<file path="src/rtl/ras_spec_stack_pkg.sv">
// Shared types and width helpers for the return-address stack.
// ras_t / ras_ckpt_t are declared at the default widths for consumers
// elsewhere in the frontend. The stack itself rebuilds the same layouts
// locally from its own parameters.
package ras_spec_stack_pkg;

  localparam int unsigned RasVlen  = 32;
  localparam int unsigned RasDepth = 4;

  // Pointer width for a DEPTH-entry circular buffer (never below 1 bit)
  function automatic int unsigned ptr_w(input int unsigned depth);
    return (depth > 1) ? $clog2(depth) : 1;
  endfunction

  // Occupancy counter width: must hold 0..DEPTH inclusive
  function automatic int unsigned cnt_w(input int unsigned depth);
    return $clog2(depth + 1);
  endfunction

  localparam int unsigned PtrW = ptr_w(RasDepth);
  localparam int unsigned CntW = cnt_w(RasDepth);

  typedef struct packed {
    logic               valid;
    logic [RasVlen-1:0] ra;
  } ras_t;

  typedef struct packed {
    logic [PtrW-1:0]    tos;
    logic [CntW-1:0]    count;
    logic [RasVlen-1:0] top_ra;
  } ras_ckpt_t;

endpackage

</file>
<file path="src/rtl/ras_ckpt_table.sv">
// Checkpoint slot array for speculative RAS state.
// One write port (save) and one combinational read port (restore). A save
// and a read of the same slot in one cycle returns the old contents.
module ras_ckpt_table #(
  parameter int unsigned NR_CKPT = 4,
  parameter int unsigned W       = 8,
  parameter int unsigned IdW     = $clog2(NR_CKPT)
) (
  input  logic           clk_i,
  input  logic           rst_ni,
  input  logic           save_i,
  input  logic [IdW-1:0] save_id_i,
  input  logic [W-1:0]   save_data_i,
  input  logic [IdW-1:0] rd_id_i,
  output logic [W-1:0]   rd_data_o
);

  logic [NR_CKPT-1:0][W-1:0] slots;

  // Slot storage: cleared on reset, one slot written per save
  always_ff @(posedge clk_i or negedge rst_ni) begin
    if (!rst_ni)     slots <= '0;
    else if (save_i) slots[save_id_i] <= save_data_i;
  end

  assign rd_data_o = slots[rd_id_i];

endmodule

</file>
<file path="src/rtl/ras_spec_stack.sv">
// Parametrised return-address stack (circular, overflow drops oldest).
// Optional checkpoint/restore is built only when RAS_CKPT_EN is defined;
// otherwise the checkpoint ports exist but are ignored.
// data_o layout is {valid, ra}, identical to ras_t.
module ras_spec_stack
  import ras_spec_stack_pkg::*;
#(
  parameter int unsigned DEPTH   = 4,
  parameter int unsigned VLEN    = 32,
  parameter int unsigned NR_CKPT = 4
) (
  input  logic                       clk_i,
  input  logic                       rst_ni,
  input  logic                       flush_i,
  input  logic                       push_i,
  input  logic                       pop_i,
  input  logic [VLEN-1:0]            data_i,
  output logic [VLEN:0]              data_o,
  input  logic                       ckpt_save_i,
  input  logic [$clog2(NR_CKPT)-1:0] ckpt_id_i,
  input  logic                       ckpt_restore_i,
  input  logic [$clog2(NR_CKPT)-1:0] ckpt_rid_i
);

  localparam int unsigned PW = ptr_w(DEPTH);
  localparam int unsigned CW = cnt_w(DEPTH);
  localparam logic [PW-1:0] LastPtr = PW'(DEPTH - 1);
  localparam logic [CW-1:0] FullCnt = CW'(DEPTH);

  // Same field order as ras_ckpt_t, sized from this instance's parameters
  typedef struct packed {
    logic [PW-1:0]   tos;
    logic [CW-1:0]   count;
    logic [VLEN-1:0] top_ra;
  } ckpt_t;

  logic [DEPTH-1:0][VLEN-1:0] mem;
  logic [PW-1:0]   tos, tos_n, tos_inc, tos_dec;
  logic [CW-1:0]   cnt, cnt_n;
  logic            we;
  logic [PW-1:0]   waddr;
  logic [VLEN-1:0] wdata;
  logic            restore_en;
  ckpt_t           rd_slot;

  // Explicit wrap so non-power-of-two depths stay in range
  assign tos_inc = (tos == LastPtr) ? '0 : tos + 1'b1;
  assign tos_dec = (tos == '0) ? LastPtr : tos - 1'b1;

`ifdef RAS_CKPT_EN
  ckpt_t save_slot;

  // Snapshot is taken from current (pre-update) state
  assign save_slot  = '{tos: tos, count: cnt, top_ra: mem[tos]};
  assign restore_en = ckpt_restore_i;

  ras_ckpt_table #(
    .NR_CKPT (NR_CKPT),
    .W       ($bits(ckpt_t))
  ) u_ckpt (
    .clk_i       (clk_i),
    .rst_ni      (rst_ni),
    .save_i      (ckpt_save_i),
    .save_id_i   (ckpt_id_i),
    .save_data_i (save_slot),
    .rd_id_i     (ckpt_rid_i),
    .rd_data_o   (rd_slot)
  );
`else
  logic unused_ckpt;

  assign restore_en  = 1'b0;
  assign rd_slot     = '0;
  assign unused_ckpt = ^{ckpt_save_i, ckpt_id_i, ckpt_restore_i, ckpt_rid_i};
`endif

  // Next-state selection: flush > restore > push/pop
  always_comb begin
    tos_n = tos;
    cnt_n = cnt;
    we    = 1'b0;
    waddr = tos;
    wdata = data_i;
    if (flush_i) begin
      tos_n = '0;
      cnt_n = '0;
    end else if (restore_en) begin
      // Rewrite the saved top in case a later push clobbered it
      tos_n = rd_slot.tos;
      cnt_n = rd_slot.count;
      we    = 1'b1;
      waddr = rd_slot.tos;
      wdata = rd_slot.top_ra;
    end else if (push_i && pop_i) begin
      we    = 1'b1;
      if (cnt == '0) cnt_n = CW'(1);
    end else if (push_i) begin
      tos_n = tos_inc;
      we    = 1'b1;
      waddr = tos_inc;
      if (cnt != FullCnt) cnt_n = cnt + 1'b1;
    end else if (pop_i && (cnt != '0)) begin
      tos_n = tos_dec;
      cnt_n = cnt - 1'b1;
    end
  end

  // Pointer and occupancy registers
  always_ff @(posedge clk_i or negedge rst_ni) begin
    if (!rst_ni) begin
      tos <= '0;
      cnt <= '0;
    end else begin
      tos <= tos_n;
      cnt <= cnt_n;
    end
  end

  // Entry storage; flush leaves contents in place
  always_ff @(posedge clk_i or negedge rst_ni) begin
    if (!rst_ni)  mem <= '0;
    else if (we)  mem[waddr] <= wdata;
  end

  assign data_o = {(cnt != '0), mem[tos]};

endmodule

</file>
<file path="config.mk">
export PLATFORM = sky130hd
export DESIGN_NAME = ras_spec_stack
export DESIGN_NICKNAME = d
export VERILOG_FILES = /design/src/rtl/ras_spec_stack_pkg.sv /design/src/rtl/ras_ckpt_table.sv /design/src/rtl/ras_spec_stack.sv
export SDC_FILE = /design/constraint.sdc
export NUM_CORES = 1
export LEC_CHECK = 0
export BUFFER_PORTS_ARGS = -buffer_cell sky130_fd_sc_hd__buf_2
export CORE_MARGIN = 1
export CORE_UTILIZATION = 55
export DETAILED_ROUTE_END_ITERATION = 16
export GPL_TIMING_DRIVEN = 0
export PLACE_DENSITY_LB_ADDON = 0.3
export RECOVER_POWER = 50
export SLEW_MARGIN = 20
export SYNTH_ARGS = -nofsm -noshare
export SYNTH_HDL_FRONTEND = slang
export SYNTH_HIERARCHICAL = 1
export SYNTH_SLANG_ARGS = --single-unit
export TNS_END_PERCENT = 20
</file>
<file path="constraint.sdc">
create_clock -name clk_i -period 6.35 [get_ports clk_i]
set_clock_uncertainty 0.05 [all_clocks]
set_input_delay 0.9525 -clock clk_i [delete_from_list [all_inputs] [get_ports clk_i]]
set_output_delay 0.9525 -clock clk_i [all_outputs]
set_load 0.05 [all_outputs]
</file>
==> flow_metrics.env <==
export IMPL_status="complete, but fails checks"
export IMPL_violations="max-capacitance violations, max-slew violations"
export IMPL_place_congestion=0.7408
export IMPL_grt_max_degree=72
export IMPL_syn_area_mm2=0.006140
export IMPL_cts_max_level=4
export IMPL_crit_arrival_ns=2.83
export IMPL_worst_setup_path_start_kind="flop"
export IMPL_cpMaxStageDelayCell="clkbuf_1"
export IMPL_io_pins=76
export IMPL_p_leak_nw=3.268
export IMPL_ys_ff_latch=133
export IMPL_crit_fanout=10
export IMPL_cts_post_setup_buffers_inserted=0
export IMPL_ctsRootBufferMaster="clkbuf_8"
export IMPL_power_total_mw=3.607
export IMPL_fin_tns_setup_ns=0
export IMPL_drt_iter0_drc=108
export IMPL_ant_nets=0
export IMPL_synth_edff_count=0
export IMPL_totalWireLength_um=12610
export IMPL_drv_slew=63
export IMPL_ys_seq_area_share_pct=54.21
export IMPL_post_drt_wl_per_cell_um=20.81
export IMPL_worst_setup_path_end_kind="output port"
export IMPL_period_needed_ns=3.831
export IMPL_vias=3519
export IMPL_crit_buf_inv=3
export IMPL_maxSlewHeadroom_pct=-126.9
export IMPL_n_antenna_cell=0
export IMPL_placementRows=38
export IMPL_period_share_pct=60.33
export IMPL_cp_depth=4
export IMPL_overflow=0
export IMPL_die_h_um=107.7
export IMPL_r2r_cells=6
export IMPL_synthTopCellsByArea="dfrtp_1, mux2_2, mux4_2"
export IMPL_clk_pin_slew_ns=0.06
export IMPL_tightest_slew_ns=3.404
export IMPL_post_synth_top_area_fraction_pct=54.21
export IMPL_numPortBuffers=68
export IMPL_grt_pass1_vias=3807
export IMPL_antenna_found_initial=0
export IMPL_final_layout_size_suffix_gt1_share_pct=58.37
export IMPL_hold_buffers=0
export IMPL_hold_violations=0
export IMPL_grt_usage_pct=24.29
export IMPL_die_x_um=107.7
export IMPL_syn_instance_count=365
export IMPL_insertion_delay_ns=0.52
export IMPL_clk_path_buf_depth=2
export IMPL_syn_area_per_cell_um2=16.82
export IMPL_min_path_type="reg2reg"
export IMPL_yosys_top_cells_count="dfrtp_1, mux2_2, mux4_2"
export IMPL_synth_top_area_cell="dfrtp_1"
export IMPL_via_per_inst=5.807
export IMPL_fmax_mhz=261.0
export IMPL_hpwl_um=8143
export IMPL_cpPeakStageDelay_ns=0.74
export IMPL_cts_buffers=17
export IMPL_cts_sinks=133
export IMPL_cts_tree="yes"
export IMPL_crit_path_cell_trace="buf_2 > clkbuf_1 > mux4_2 > buf_2"
export IMPL_die_area_mm2=0.01159
export IMPL_syn_num_nets=411
export IMPL_core_area_mm2=0.01084
export IMPL_whs_path_depth=1
export IMPL_cellPowerDensity_mw_per_mm2=494.5
export IMPL_grt_pass1_wl_um=20350
export IMPL_cp_required_ns=5.35
export IMPL_syn_to_final_growth_pct=18.79
export IMPL_first_pass_iters=4
export IMPL_post_cts_resized=0
export IMPL_yosysWarnings=6
export IMPL_synth_async_reset_ratio_pct=100.0
export IMPL_worstSetupPathType="reg2out"
export IMPL_layout_nets=499
export IMPL_rsz0062_at_grt="no"
export IMPL_ir_worst_vdd_mv=0.2849
export IMPL_start_util_pct=56.64
export IMPL_synth_cell_types=40
export IMPL_path_common_cell="buf_2"
export IMPL_yosysMostFrequentCell="dfrtp_1"
export IMPL_drv_cap=1
export IMPL_drcViolationCount=0
export IMPL_finalSetupViolations=0
export IMPL_ys_flop_type="dfrtp_1"
export IMPL_critical_path_top_delay_family="buffers and inverters"
-- cell usage in the layout, fill, tap and decap left out, types with 3 or more instances in the layout --
cell type | netlist | routed
buf_2 | 11 | 75
mux2_4 | 30 | 28
dfrtp_1 | 133 | 133
buf_6 | 6 | 4
mux2_1 | 2 | 4
mux4_2 | 32 | 32
clkbuf_8 | 0 | 3
inv_1 | 6 | 6
clkbuf_16 | 0 | 16
clkbuf_1 | 5 | 12
bufinv_16 | 0 | 6
mux2_2 | 97 | 97
clkinv_2 | 0 | 3
nor2_1 | 4 | 4
nor2b_1 | 3 | 3
-- logic make-up (layout without fill, tap and decap cells) --
kind of cell	count (synthesis)	count (layout)	share of synthesized area (%)
AOI/OAI and AO/OA	17	17	2.711
xor gates and xnor gates	1	1	0.1427
adders and majority gates	3	3	0.7336
buffers and inverters	29	130	2.731
DFF	133	133	54.21
muxes	162	162	37.40
and+or+nand+nor	20	20	2.079
-- area by class of cell --
class / count / area, µm²
clock buffers: 19 / 441.7
plain buffers: 23 / 127.6
repair buffers: 69 / 365.4
clock inverters: 13 / 227.7
multi-input cells: 203 / 2605
well taps: 140 / 175.2
inverters: 6 / 22.52
flip-flops and latches: 133 / 3328
fillers: 763 / 3547
-- report_power, final --
part | total (mW) | switching [mW] | internal [mW] | leakage (nW)
combinational | 1.14 | 0.598 | 0.537 | 1.34
sequential | 1.37 | 0.178 | 1.20 | 1.61
clock | 1.10 | 0.362 | 0.737 | 0.324
total | 3.61 | 1.14 | 2.47 | 3.27
-- state kept, by name, indices dropped and copies added (netlist names) --
name and count:
mem 128, tos 2, cnt 3
-- per-stage QoR --
| step | util (%) | instances | area [µm²] | setup WS [ns] | hold slack (ns) |
|---|---|---|---|---|---|
| 2_1_floorplan | - | 365 | 6140 | 3.734 | 0.4032 |
| 3_3_place_gp | 61.39 | 573 | 6655 | 2.587 | 0.4149 |
| 3_5_place_dp | 61.74 | 574 | 6693 | 3.235 | 0.4374 |
| 4_1_cts | 67.91 | 606 | 7362 | 2.664 | 0.3144 |
| 5_1_grt | 67.28 | 606 | 7293 | 2.051 | 0.4637 |
| 6_report | 67.28 | 606 | 7293 | 2.519 | 0.4476 |
-- path summary, 6_finish.rpt --
kind                                       from              endpoint  slack [ns]
setup reg to reg             tos[1]$_DFFE_PN0P_   mem[38]$_DFFE_PN0P_        3.26
min in group asynchronous                rst_ni    cnt[1]$_DFFE_PN0P_        1.51
max in group asynchronous                rst_ni  mem[118]$_DFFE_PN0P_        2.80
hold reg to reg            mem[104]$_DFFE_PN0P_  mem[104]$_DFFE_PN0P_        0.45
setup / recovery             tos[0]$_DFFE_PN0P_            data_o[23]        2.52
hold / removal             mem[104]$_DFFE_PN0P_  mem[104]$_DFFE_PN0P_        0.45
-- routing by layer --
metal / track usage, % / up-vias / part of all wire (%)
li1: - / 1566 / -
met1: 32.37 / 1862 / 44
met2: 38.74 / 76 / 50
met3: 6.295 / 15 / 4.7
met4: 8.708 / 0 / 1.2
met5: 0 / - / 0
Power figures use the tool's default switching activity.
